**src/rtl/clk_strobe_gen_m.sv**
```systemverilog
// ---------------------------------------------------------------------------
// clk_strobe_gen_m : multi-channel clock-enable strobe generator.
//
// Every channel divides the single system clock by a runtime-programmable
// divisor N. It emits a one-cycle strobe every N enabled cycles. It can also
// emit a 50%-duty divided clock (clk_out) that toggles on each strobe.
//
// Divisor writes go into a per-channel shadow register. The active divisor
// picks up the shadow value only at points where the count phase is
// restarted: terminal count, sync, enable low, or halted (N=0). Because of
// this, a period is never cut short and no runt pulse is produced.
//
// Build option:
//   CLK_STROBE_GEN_CLKOUT_EN  defined   -> clk_out toggle registers present
//                             undefined -> clk_out tied to 0
//
// Ports (top):
//   clk      in   system clock, the only clock
//   rst_n    in   asynchronous active-low reset
//   div_we   in   divisor write strobe
//   div_ch   in   channel index for the write (out-of-range ignored)
//   div_val  in   new divisor N
//   ch_en    in   per-channel run enable
//   sync     in   phase-align all channels to zero
//   strobe   out  per-channel one-cycle pulse every N enabled cycles
//   clk_out  out  per-channel divided clock, period 2N
// ---------------------------------------------------------------------------

// Per-channel divider. Registered outputs only.
module clk_strobe_ch_m #(
  parameter int CNT_W    = 16,
  parameter int DIV_INIT = 12
) (
  input  logic             clk,
  input  logic             rst_n,
  input  logic             i_en,
  input  logic             i_sync,
  input  logic             i_wr,
  input  logic [CNT_W-1:0] i_wval,
  output logic             o_strobe,
  output logic             o_clk_out
);

  logic [CNT_W-1:0] r_cnt, r_act, r_shd;
  logic             r_strobe;
  logic [CNT_W-1:0] w_shd_nxt, w_cnt_nxt, w_act_nxt;
  logic             w_run, w_term, w_reload;

  // A same-cycle write is visible to every reload point, including sync and
  // terminal count.
  assign w_shd_nxt = i_wr ? i_wval : r_shd;

  always_comb begin
    w_run    = i_en && !i_sync && (r_act != '0);
    // The check uses >= rather than ==. A count held while disabled can sit
    // above a divisor that was lowered meanwhile. That case must end the
    // period instead of wrapping through 2^CNT_W.
    w_term   = w_run && (r_cnt >= r_act - CNT_W'(1));
    w_reload = i_sync || !i_en || (r_act == '0) || w_term;

    w_cnt_nxt = r_cnt;
    if (i_sync || w_term) w_cnt_nxt = '0;
    else if (w_run)       w_cnt_nxt = r_cnt + CNT_W'(1);

    w_act_nxt = w_reload ? w_shd_nxt : r_act;
  end

  always_ff @(posedge clk or negedge rst_n) begin
    if (!rst_n) begin
      r_cnt    <= '0;
      r_act    <= CNT_W'(DIV_INIT);
      r_shd    <= CNT_W'(DIV_INIT);
      r_strobe <= 1'b0;
    end else begin
      r_cnt    <= w_cnt_nxt;
      r_act    <= w_act_nxt;
      r_shd    <= w_shd_nxt;
      r_strobe <= w_term;
    end
  end

  assign o_strobe = r_strobe;

`ifdef CLK_STROBE_GEN_CLKOUT_EN
  logic r_clk_out;

  always_ff @(posedge clk or negedge rst_n) begin
    if (!rst_n)       r_clk_out <= 1'b0;
    else if (i_sync)  r_clk_out <= 1'b0;
    else if (w_term)  r_clk_out <= ~r_clk_out;
  end

  assign o_clk_out = r_clk_out;
`else
  assign o_clk_out = 1'b0;
`endif

endmodule

// Top: one divider instance per channel. Write decode is done here.
module clk_strobe_gen_m #(
  parameter  int NUM_CH   = 2,
  parameter  int CNT_W    = 16,
  parameter  int DIV_INIT = 12,
  localparam int CH_W     = (NUM_CH > 1) ? $clog2(NUM_CH) : 1
) (
  input  logic              clk,
  input  logic              rst_n,
  input  logic              div_we,
  input  logic [CH_W-1:0]   div_ch,
  input  logic [CNT_W-1:0]  div_val,
  input  logic [NUM_CH-1:0] ch_en,
  input  logic              sync,
  output logic [NUM_CH-1:0] strobe,
  output logic [NUM_CH-1:0] clk_out
);

  logic [NUM_CH-1:0] w_wr;

  for (genvar g = 0; g < NUM_CH; g++) begin : g_ch
    // An index >= NUM_CH matches no channel, so that write is dropped.
    assign w_wr[g] = div_we && (div_ch == CH_W'(g));

    clk_strobe_ch_m #(
      .CNT_W    (CNT_W),
      .DIV_INIT (DIV_INIT)
    ) u_ch (
      .clk       (clk),
      .rst_n     (rst_n),
      .i_en      (ch_en[g]),
      .i_sync    (sync),
      .i_wr      (w_wr[g]),
      .i_wval    (div_val),
      .o_strobe  (strobe[g]),
      .o_clk_out (clk_out[g])
    );
  end

endmodule

```
**config.mk**
```make
export PLATFORM = sky130hd
export DESIGN_NAME = clk_strobe_gen_m
export DESIGN_NICKNAME = d
export VERILOG_FILES = /design/src/rtl/clk_strobe_gen_m.sv
export SDC_FILE = /design/constraint.sdc
export NUM_CORES = 1
export LEC_CHECK = 0
export CAP_MARGIN = 0
export CORE_MARGIN = 1.5
export CORE_UTILIZATION = 55
export CTS_BUF_LIST = sky130_fd_sc_hd__clkbuf_4 sky130_fd_sc_hd__clkbuf_8 sky130_fd_sc_hd__clkbuf_16
export CTS_CLUSTER_DIAMETER = 50
export DETAILED_ROUTE_END_ITERATION = 10
export GPL_ROUTABILITY_DRIVEN = 0
export PLACE_DENSITY = 0.72
export SYNTH_ARGS = -nofsm -noshare
export SYNTH_HDL_FRONTEND = slang
export SYNTH_SLANG_ARGS = --single-unit
```
**constraint.sdc**
```tcl
create_clock -name clk -period 5.6 [get_ports clk]
set_input_delay 0.56 -clock clk [delete_from_list [all_inputs] [get_ports clk]]
set_output_delay 0.56 -clock clk [all_outputs]
set_load 0.02 [all_outputs]
```
# Word-level counts from Yosys, hierarchy flattened
# Cells that the tools add are included.
dict set report totals {
  register_bits 98
  input_bits 23
  wordCells 46
}
dict set report op_classes {
  addsub 4
  magnitude_cmp 2
  mux 6
  bitwise 1
  reduce_logical 25
}
# op count
set op_table {}
lappend op_table {{16-bit 2-to-1 mux} 6}
lappend op_table {{16-bit by 1-bit adder with 16-bit output (second input constant)} 2}
lappend op_table {{16-bit >= comparator} 2}
lappend op_table {{16-bit zero test} 2}
lappend op_table {{16-bit nonzero test} 2}
lappend op_table {{16-bit by 1-bit subtractor with 16-bit output (second input constant)} 2}
lappend op_table {{1-bit logical AND} 8}
lappend op_table {{1-bit logical OR} 8}
lappend op_table {{2-bit nonzero test} 2}
lappend op_table {{1-bit zero test} 3}
lappend op_table {{1-bit inverter} 1}

# Longest topological paths before layout
# Gate-level depths: netlist (run 1).
dict set report logic_depth {
  depth_word 6
  depth_mapped 14
}

# Hierarchy
# Synthesis (run 1) repeated with hierarchy kept, for this count alone.
dict set report unflattened {
  cells_unflattened 471
  area_unflattened_um2 5421.4
}
# mod instances cells_each area_each_um2 seq_area_each_um2
set by_module_without_submodules {}
lappend by_module_without_submodules {{clk_strobe_ch_m (g_ch[0].u_ch)} 1 237 2710.1 1231.2}
lappend by_module_without_submodules {{clk_strobe_ch_m (g_ch[1].u_ch)} 1 232 2695.1 1231.2}
lappend by_module_without_submodules {clk_strobe_gen_m 1 2 16.3 0.0}

# Worst setup path after synthesis (run 1)
# No wires, ideal clock.
dict set report synth_path {
  path_kind {reg-to-reg}
  startpoint {reg g_ch[1].u_ch.r_act[2]}
  endpoint {reg g_ch[1].u_ch.r_act[10]}
  setup_time_ps 125
  arrival_time_ps 3882
  required_time_ps 5475
  slack_ps 1594
  stages_incl_launch_ff 15
  cell_sequence {dfstp_2 or3_1 or4_1 nor3b_1 nand2b_1 nor4_1 xnor2_1 ha_1 nand4_1 nor3_1 nor3_1 nand4_1 nor3_2 buf_2 mux2_2}
}
dict set report synth_between {
  elab_chain_cells 4
  word_cells_on_any_way 8
}
# item line
set synth_lines {}
lappend synth_lines {{start: declaration} 44} ;# logic [CNT_W-1:0] r_cnt, r_act, r_shd;
lappend synth_lines {{start signal: assignment} 71} ;# r_act <= CNT_W'(DIV_INIT);
lappend synth_lines {{start signal: assignment} 76} ;# r_act <= w_act_nxt;
lappend synth_lines {{16-bit by 1-bit subtractor with 16-bit output / 16-bit nonzero test (equally long branches)} {58, 54}}
lappend synth_lines {{16-bit >= comparator / 1-bit logical AND (equally long branches)} {58, 54}}
lappend synth_lines {{1-bit logical AND} 58} ;# w_term = w_run && (r_cnt >= r_act - CNT_W'(1));
lappend synth_lines {{1-bit logical OR (*)} 59} ;# w_reload = i_sync || !i_en || (r_act == '0) || w_term;
# Mark *: on every way between the ends. The rest lies on a longest branch, timed or not.
# A chain may end at the register's enable or synchronous reset.

# Final worst setup path (run 1)
dict set report layout_path {
  startpoint {reg g_ch[0].u_ch.r_act[2]}
  endpoint {reg g_ch[0].u_ch.r_act[6]}
}
dict set report layout_between {
  elab_chain_cells 4
  word_cells_on_any_way 8
}
# item line
set layout_lines {}
lappend layout_lines {{start: declaration} 44}
lappend layout_lines {{start signal: assignment} 71}
lappend layout_lines {{start signal: assignment} 76}
lappend layout_lines {{16-bit by 1-bit subtractor with 16-bit output / 16-bit nonzero test (equally long branches)} {58, 54}}
lappend layout_lines {{16-bit >= comparator / 1-bit logical AND (equally long branches)} {58, 54}}
lappend layout_lines {{1-bit logical AND} 58}
lappend layout_lines {{1-bit logical OR (*)} 59}
# Marked as above.

==> results of run 1 <==
==> sequential cells by signal, indices dropped and copies added (netlist names) <==
| register | count |
|---|---|
| g_ch.u_ch.r_act | 32 |
| g_ch.u_ch.r_cnt | 32 |
| g_ch.u_ch.r_shd | 32 |
| g_ch.u_ch.o_strobe | 2 |
==> cell families (layout without fill, tap and decap cells) <==
kind of cell	Yosys count	count (layout)
buf+inv	27	54
flops	98	98
other cells	1	2
simple gates	161	161
fa+ha+maj	36	36
xor+xnor	48	48
compound gates	50	50
mux	64	64
==> worst max-delay path, cell delays in order, from the launching register on <==
cell	delay (ps)
dfstp_2	400
or3_1	430
or3b_2	520
or3_1	380
nor4_1	240
xnor2_1	170
ha_1	260
o21ai_0	150
o21bai_1	80
a211o_1	360
or3_1	760
mux2_4	430
==> where the power goes <==
part           total [mW]  internal (mW)  switching, mW
clock               0.461          0.212          0.249
combinational       0.307          0.167          0.140
sequential          0.859          0.792         0.0669
==> layout make-up <==
type	instances	area (sq um)	area share, %
multi-input combinational	361	2849	47.67
sequential	98	2462	41.20
timing repair buffer	27	260.3	4.354
tap	133	166.4	2.784
clock buffer	10	131.4	2.198
clock inverter	6	66.31	1.109
inverter	11	41.29	0.6908
==> through the flow <==
stage / std cells / util [%] / worst slack (ps)
2_1_floorplan: 486 / - / 1594
3_3_place_gp: 630 / 59.68 / 1372
3_5_place_dp: 630 / 59.68 / 1299
4_1_cts: 646 / 61.72 / 1264
5_1_grt: 646 / 61.72 / 988.8
6_report: 646 / 61.72 / 1292
==> routing by layer <==
layer	wire length, um	global-route usage, %	vias up
met4	142	8.219	0
met3	322	2.983	13
met1	5397	32.32	1828
met5	0	0	-
met2	4725	31.89	67
li1	-	-	1780
==> worst paths after layout <==
path,slack (ps),cells after the start,end
worst max-delay path,1290,11,g_ch[0].u_ch.r_act[6]
worst min-delay path,200,1,g_ch[0].u_ch.r_cnt[10]
worst max register to register,1290,11,g_ch[0].u_ch.r_act[6]
worst min register to register,500,1,g_ch[0].u_ch.r_shd[5]
max in group asynchronous,4350,2,g_ch[1].u_ch.r_act[7]
min in group clk,500,1,g_ch[0].u_ch.r_shd[5]
==> placed cells by master (no fill, tap or decap), drive strengths merged, types with 2 or more instances in the layout <==
cell / netlist / routed
nor3b: 3 / 3
dfrtp: 90 / 90
conb: 1 / 2
a21o: 8 / 8
o21ai: 6 / 6
o21a: 3 / 3
clkbuf: 7 / 10
xnor2: 24 / 24
buf: 9 / 4
dfstp: 8 / 8
a31o: 2 / 2
mux2: 64 / 64
nand2: 26 / 26
inv: 11 / 12
nand4: 13 / 13
nor2: 36 / 36
or2: 3 / 3
nand4b: 2 / 2
nand2b: 5 / 5
or4: 7 / 7
or3: 8 / 8
and4: 3 / 3
o211ai: 2 / 2
nor3: 14 / 14
and3: 8 / 8
ha: 36 / 36
a211o: 2 / 2
a2111oi: 2 / 2
and2: 2 / 2
clkinvlp: 0 / 3
nor4: 6 / 6
o21bai: 2 / 2
a21oi: 17 / 17
xor2: 24 / 24
nor2b: 7 / 7
clkdlybuf4s50: 0 / 23
nand3: 14 / 14
nand3b: 2 / 2
==> reports/results.ini, run 1 <==
[pwr]
finalPower_mw = 1.628
powerDensity_mw_per_mm2 = 272.3
ir_drop_mv = 0.1614
p_leak_nw = 2.593

[clock_network]
h-tree-depth = 3
cts.repair.resized = 0
cts_sinks = 98
cts_setup_buffers = 0
clk_pin_slew_ps = 100
cts_root_buffer = clkbuf_8
insertion_delay_ps = 360
tritoncts = done
cts_buffer_depth = 2
numCtsBuffers = 9
cts_hold_buf = 0

[sta]
grt_setup_unrepaired = false
setup_viol = 0
whs_ps = 200.6
slew_headroom_pct = 17.96
finalSetupTns_ps = 0
min_period_ps = 4308
fmax_mhz = 232.1
final_hold_viol_count = 0
fin_crit_sh_pct = 76.93
drv_slew = 0
finClkSkew_ps = 7.540
max_slew.worst_pin.slew_ps = 1218

[die]
ios = 27
die_h_um = 102.6
core_area_sq_mm = 0.009684
num_rows = 36
dieWidth_um = 102.6
start_util_pct = 56.32
dieArea_sq_mm = 0.01052

[synthesis]
synth_common_cells = 90 x dfrtp_1, 54 x mux2_2, 36 x ha_1, 36 x nor2_1, 26 x nand2_1
yosys.area.top_type_share_pct = 41.29
synthMuxAreaShare_pct = 13.90
synth_edf_count = 0
synthTopCellsByArea = dfrtp_1 41%, mux2_2 11%, ha_1 8.3%, dfstp_2 3.9%, xnor2_1 3.9%
synthSimpleGateAreaFrac_pct = 15.88
syn_inst = 485
synth_seq_cells = 98
synth_compound_area_share_pct = 6.355
synth_top_family_by_area = simple AND/OR/NAND/NOR gates
ys_async_sr_fraction_pct = 100.0
syn_area_sq_mm = 0.005454
ys.flop_type = dfrtp_1
synth.distinct_cells = 56
ys_seq_area_share_pct = 45.15
avgSynthCellArea_sq_um = 11.25
synthXorXnorAreaFrac_pct = 7.708
synth_area_leader_cell = dfrtp_1
synth_fa_ha_area_share_pct = 8.259
yosysWarnings = 0
synth.most_common_cell = dfrtp_1

[status]
status = finished clean

[routing]
drtIter0Drc = 109
num_vias = 3688
wl_um = 10590
post-route-drc-count = 0
postRouteAntennaNets = 0
dr.pass1.iters = 4
via_per_inst = 5.709
routedWlPerCell_um = 16.39

[worst_setup_path]
start_kind = flop
crit-reg2reg-launch = g_ch[0].u_ch.r_act[2]
startpoint = g_ch[0].u_ch.r_act[2]
path_class = flop to flop
cp_data_arrival_time_ps = 4550
required_ps = 5850
crit_fanout = 16
cp-end-kind = flop

[global_routing]
first_global_vias = 3606
globalRouteOverflowTotal = 0
grt_pass1_wl_um = 17550
antenna_found_initial = 0
gr-usage-all-layers_pct = 21.58
grt_max_degree = 51

[finish]
syn2layout_area_growth_pct = 9.589
finalNetCount = 567
drive_gt1_share_pct = 21.25
antennaDiodeCount = 0
fin_area_sq_mm = 0.005977
fillCellCount = 766

[place]
port_buffers = 24
dpl_cell_area_sq_mm = 0.005779
hpwl_um = 7874

[run]
cap_violations = 0

[worst_hold_path]
hold_class = input pin to async pin

Power figures use the tool's default switching activity.
==> run 2: changes to the inputs <==
- clock period: 5.6 -> 4.4 ns (I/O delays scaled with it)
==> run 2 against run 1 <==
Compared with the run above: wire length rose by 1.4%; sequential power increased by 27%; setup slack got worse by 940 ps; sequential cell count unchanged; register-to-register slack got worse by 940 ps; critical endpoint is now g_ch[0].u_ch.r_act[5]; global-route usage rose by 0.39 points; first-iteration DRC count grew 27%; highest routed layer unchanged; clock power increased by 44%.
==> reports/results.ini, run 2 (synthesized netlist as in run 1, its figures left out) <==
[clock_network]
insertion_delay_ps = 360  ; about the same
clk_pin_slew_ps = 100  ; about the same
cts_sinks = 98  ; unchanged
cts_root_buffer = clkbuf_8
cts_buffer_depth = 2  ; unchanged
tritoncts = done
h-tree-depth = 3  ; unchanged
cts_hold_buf = 0  ; unchanged
numCtsBuffers = 9  ; unchanged
cts_setup_buffers = 0  ; unchanged
cts.repair.resized = 0  ; unchanged

[run]
cap_violations = 0  ; unchanged

[sta]
fin_crit_sh_pct = 92.01  ; +15 points
final_hold_viol_count = 0  ; unchanged
fmax_mhz = 247.0  ; +6.4%
setup_viol = 0  ; unchanged
min_period_ps = 4048  ; -259.7 ps
finalSetupTns_ps = 0  ; unchanged
finClkSkew_ps = 9.702  ; +2.162 ps
drv_slew = 0  ; unchanged
slew_headroom_pct = 43.17  ; +25 points
grt_setup_unrepaired = false
max_slew.worst_pin.slew_ps = 852.4  ; -365.3 ps

[worst_hold_path]
hold_class = input pin to async pin

[die]
num_rows = 36  ; unchanged
die_h_um = 102.6  ; unchanged
ios = 27  ; unchanged
dieWidth_um = 102.6  ; unchanged
start_util_pct = 56.32  ; unchanged
dieArea_sq_mm = 0.01052  ; unchanged
core_area_sq_mm = 0.009684  ; unchanged

[pwr]
power.switching_mw = 0.5711  ; +25%
switching_share_pct = 26.54  ; -1.5 points
power_frac_comb_pct = 18.4  ; -0.5 points
powerDensity_mw_per_mm2 = 356.2  ; +31%
pwr-share-clk_pct = 30.8  ; +2.5 points
p_seq_share_pct = 50.9  ; -1.9 points
p_leak_nw = 2.640  ; +1.8%
p_int_mw = 1.581  ; +35%
ir_drop_mv = 0.2180  ; +35%

[worst_setup_path]
start_kind = flop
cp_cell_sequence = or3_1 -> or3b_2 -> or3_1 -> nor4_1 -> xnor2_1 -> ha_1 -> o21ai_0 -> o21bai_1 -> a211o_1 -> or3_1 -> buf_4 -> mux2_4
crit_fanout = 16  ; unchanged
critPathMostFrequentCell = or3_1
path_class = flop to flop
cp_data_arrival_time_ps = 4300  ; -250 ps
required_ps = 4650  ; -1200 ps
cp-end-kind = flop
cpPeakStageDelay_ps = 520  ; -240 ps
cp_slowest_cell = or3b_2

[place]
hpwl_um = 7962  ; +1.1%
dpl_cell_area_sq_mm = 0.005809  ; +0.52%
port_buffers = 24  ; unchanged

[finish]
biggestRegsByFlops = g_ch.u_ch.r_act x32, g_ch.u_ch.r_cnt x32, g_ch.u_ch.r_shd x32
antennaDiodeCount = 0  ; unchanged
fin_area_sq_mm = 0.006042  ; +1.1%
layout_commonest_cell = dfrtp_1
multi_input_area_sq_mm = 0.002849  ; unchanged
finalNetCount = 571  ; +0.71%
seq_area_sq_mm = 0.002462  ; unchanged
syn2layout_area_growth_pct = 10.78
final_cell_mix = 90 x dfrtp_1, 54 x mux2_2, 36 x nor2_1, 36 x ha_1, 26 x nand2_1
fillCellCount = 800  ; +4.4%
drive_gt1_share_pct = 21.86  ; +0.61 points

[routing]
via_per_inst = 5.677  ; -0.56%
wl_um = 10740  ; +1.4%
num_vias = 3690  ; +0.054%
postRouteAntennaNets = 0  ; unchanged
routedWlPerCell_um = 16.52  ; +0.78%
dr.pass1.iters = 4  ; unchanged
drtIter0Drc = 138  ; +27%
post-route-drc-count = 0  ; unchanged

[global_routing]
grt_pass1_wl_um = 17780  ; +1.3%
first_global_vias = 3631  ; +0.69%
antenna_found_initial = 0  ; unchanged
gr-usage-all-layers_pct = 21.97  ; +0.39 points
globalRouteOverflowTotal = 0  ; unchanged
grt_max_degree = 55  ; +7.8%

[status]
status = finished clean

run 2: changes by cell type in the layout (fill, tap and decap cells not counted), sizes merged:
| cell | change |
|---|---|
| buf | +4 |
| inv | -1 |
| clkbuf | +2 |
| clkinvlp | -3 |
| clkinv | +1 |
| bufinv | +1 |
run 2: final cells by class:
class                      count  share of cell area [%]
clock buffer                  12                   2.630
multi-input combinational    361                   47.15
sequential                    98                   40.75
tap                          133                   2.754
timing repair buffer          31                   4.804
clock inverter                 4                   1.222
inverter                      11                  0.6834
run 2: through the flow:
| step | utilization [%] | std cells | setup WS (ps) | hold WS (ps) | power (mW) |
|---|---|---|---|---|---|
| 6_report | 62.39 | 650 | 351.6 | 66.38 | 2.152 |
| 3_5_place_dp | 59.99 | 634 | 351.8 | 482.1 | 1.510 |
| 4_1_cts | 62.39 | 650 | 348.1 | 81.20 | 2.172 |
| 2_1_floorplan | - | 486 | 393.6 | 144.4 | 1.382 |
| 5_1_grt | 62.39 | 650 | 154.1 | 109.8 | 2.263 |
| 3_3_place_gp | 59.99 | 634 | 475.3 | 474.9 | 1.488 |
run 2: per-layer routing:
layer / share of wire, % / global-route usage (%) / vias up
met5: 0 / 0 / -
met4: 1.4 / 8.114 / 0
met3: 2.6 / 2.847 / 13
met2: 45 / 33.47 / 54
met1: 51 / 32.30 / 1841
li1: - / - / 1782
run 2: worst paths after layout:
kind | from | endpoint | slack [ps] | depth (start not counted)
max in group asynchronous | rst_n | g_ch[1].u_ch.r_act[11] | 3230 | 2
min reg2reg | g_ch[1].u_ch.r_shd[6] | g_ch[1].u_ch.r_shd[6] | 500 | 1
min | rst_n | g_ch[0].u_ch.r_cnt[2] | 70 | 1
min in group clk | g_ch[1].u_ch.r_shd[6] | g_ch[1].u_ch.r_shd[6] | 500 | 1
max reg2reg | g_ch[0].u_ch.r_act[2] | g_ch[0].u_ch.r_act[5] | 350 | 12
max | g_ch[0].u_ch.r_act[2] | g_ch[0].u_ch.r_act[5] | 350 | 12
run 2: power by group through the flow:
stage,registers (mW),clock network [mW],logic (mW)
detailed placement,1.11,0,0.398
global route,1.11,0.712,0.441
finish,1.09,0.662,0.395
global placement,1.11,0,0.382
CTS,1.09,0.677,0.400
floorplan,1.08,0,0.298
run 2: critical path, delay by kind of cell, from the launching register on:
family                     cells  cell delay, ps
AOI/OAI and AO/OA              3             570
xor gates and xnor gates       1             170
adders and majority gates      1             260
buffers and inverters          1             220
DFF                            1             400
muxes                          1             310
and+or+nand+nor                5            1990
==> run 3: changes to the inputs <==
- CTS_BUF_LIST: sky130_fd_sc_hd__clkbuf_4 sky130_fd_sc_hd__clkbuf_8 sky130_fd_sc_hd__clkbuf_16 -> sky130_fd_sc_hd__clkbuf_8
==> run 3 against run 2 <==
Compared with the run above: register-to-register slack about the same; utilization about the same; clock power down 1%; wire length increased by 0.22%; setup slack lost 1.8 ps; cell count is the same; total power decreased by 0.36%; non-clock buffer count unchanged; die area is the same; sequential cell count unchanged; global-route usage unchanged; critical path depth did not move; critical endpoint unchanged.
==> reports/results.ini, run 3 (synthesized netlist as in run 1, its figures left out) <==
[clock_network]
insertion_delay_ps = 360  ; about the same
cts_buffer_depth = 2  ; unchanged
clk_pin_slew_ps = 100  ; about the same
tritoncts = done
cts_sinks = 98  ; unchanged
cts_root_buffer = clkbuf_8
cts_setup_buffers = 0  ; unchanged
cts.repair.resized = 0  ; unchanged
numCtsBuffers = 9  ; unchanged
cts_hold_buf = 0  ; unchanged
h-tree-depth = 3  ; unchanged

[die]
dieArea_sq_mm = 0.01052  ; unchanged
start_util_pct = 56.32  ; unchanged
ios = 27  ; unchanged
die_h_um = 102.6  ; unchanged
num_rows = 36  ; unchanged
core_area_sq_mm = 0.009684  ; unchanged
dieWidth_um = 102.6  ; unchanged

[place]
place_ws_ps = 351.8  ; unchanged
port_buffers = 24  ; unchanged
hpwl_um = 7962  ; unchanged

[global_routing]
globalRouteOverflowTotal = 0  ; unchanged
antenna_found_initial = 0  ; unchanged
grt_max_degree = 55  ; unchanged
gr-usage-all-layers_pct = 21.97  ; unchanged
grt_pass1_wl_um = 17780  ; unchanged
first_global_vias = 3631  ; unchanged

[finish]
syn2layout_area_growth_pct = 10.71  ; about the same
drive_gt1_share_pct = 21.66  ; -0.19 points
layout_commonest_cell = dfrtp_1
final_cell_mix = 90 x dfrtp_1, 54 x mux2_2, 36 x nor2_1, 36 x ha_1, 26 x nand2_1
antennaDiodeCount = 0  ; unchanged
biggestRegsByFlops = g_ch.u_ch.r_act x32, g_ch.u_ch.r_cnt x32, g_ch.u_ch.r_shd x32
finalNetCount = 571  ; unchanged

[worst_setup_path]
startpoint = g_ch[0].u_ch.r_act[2]
cp-end-kind = flop
path_class = flop to flop
critPathMostFrequentCell = or3_1
required_ps = 4650  ; about the same
crit_fanout = 16  ; unchanged
path_buf_inv = 1  ; unchanged
ff2ff_path_depth = 12  ; unchanged
crit-reg2reg-launch = g_ch[0].u_ch.r_act[2]
cpPeakStageDelay_ps = 520  ; about the same
start_kind = flop
cp_slowest_cell = or3b_2
cp.depth = 12  ; unchanged
cp_top_family = simple AND/OR/NAND/NOR gates
cp_cell_sequence = or3_1 -> or3b_2 -> or3_1 -> nor4_1 -> xnor2_1 -> ha_1 -> o21ai_0 -> o21bai_1 -> a211o_1 -> or3_1 -> buf_4 -> mux2_4
cp_data_arrival_time_ps = 4300  ; about the same

[pwr]
powerDensity_mw_per_mm2 = 355.1  ; -0.30%
p_leak_nw = 2.641  ; about the same
finalPower_mw = 2.144  ; -0.36%
ir_drop_mv = 0.2185  ; +0.24%

[status]
status = finished clean

[run]
cap_violations = 0  ; unchanged

[routing]
via_per_inst = 5.698  ; +0.38%
wl_um = 10760  ; +0.22%
post-route-drc-count = 0  ; unchanged
dr.pass1.iters = 4  ; unchanged
postRouteAntennaNets = 0  ; unchanged
drtIter0Drc = 145  ; +5.1%
num_vias = 3704  ; +0.38%
routedWlPerCell_um = 16.56  ; +0.22%

[sta]
fmax_mhz = 246.9  ; about the same
setup_viol = 0  ; unchanged
grt_setup_unrepaired = false
final_hold_viol_count = 0  ; unchanged
min_period_ps = 4050  ; +1.812 ps
fin_crit_sh_pct = 92.05  ; about the same
finClkSkew_ps = 9.575  ; -0.1279 ps
slew_headroom_pct = 43.16  ; about the same
final.setup.worst_slack_ps = 349.8  ; -1.812 ps
finalSetupTns_ps = 0  ; unchanged
drv_slew = 0  ; unchanged
max_slew.worst_pin.slew_ps = 852.6  ; +0.1740 ps

[worst_hold_path]
hold_class = input pin to async pin

==> run 3: cell count changes in the layout (fill, tap and decap cells not counted) <==
cell | before | now
inv_1 | 10 | 11
clkbuf_4 | 1 | 0
==> run 3: worst paths after layout <==
path | endpoint | slack (ps)
min in group clk | g_ch[1].u_ch.r_shd[6] | 500
max in group asynchronous | g_ch[1].u_ch.r_act[11] | 3240
min | g_ch[0].u_ch.r_cnt[2] | 70
max | g_ch[0].u_ch.r_act[5] | 350
max reg2reg | g_ch[0].u_ch.r_act[5] | 350
min reg2reg | g_ch[1].u_ch.r_shd[6] | 500
==> run 3: layout make-up <==
type                            count  area, sq um
Inverter                           11        41.29
Sequential cell                    98         2462
Clock inverter                      5        77.57
Tap cell                          133        166.4
Fill cell                         799         3646
Multi-Input combinational cell    361         2849
Timing Repair Buffer               31        290.3
Clock buffer                       11        151.4
==> run 3: metal layers <==
| metal | track usage [%] | up-vias | wire length, um | part of all wire, % |
|---|---|---|---|---|
| met5 | 0 | - | 0 | 0 |
| met4 | 8.114 | 0 | 155 | 1.4 |
| met3 | 2.847 | 13 | 312 | 2.9 |
| met2 | 33.47 | 65 | 4880 | 45 |
| met1 | 32.30 | 1843 | 5413 | 50 |
| li1 | - | 1783 | - | - |
==> run 3: metrics by stage <==
step | cell area [sq um] | cells | util [%] | hold WS (ps)
final | 6038 | 650 | 62.35 | 66.18
after global routing | 6038 | 650 | 62.35 | 109.8
after CTS | 6038 | 650 | 62.35 | 81.20
after detailed placement | 5809 | 634 | 59.99 | 482.1
after global placement | 5809 | 634 | 59.99 | 474.9
after floorplan | 5458 | 486 | - | 144.4
==> run 3: power breakdown <==
group / total [mW] / internal, mW / switching, mW
registers: 1.09 / 1.01 / 0.0862
clock network: 0.654 / 0.350 / 0.305
logic: 0.396 / 0.215 / 0.181
total: 2.14 / 1.57 / 0.572
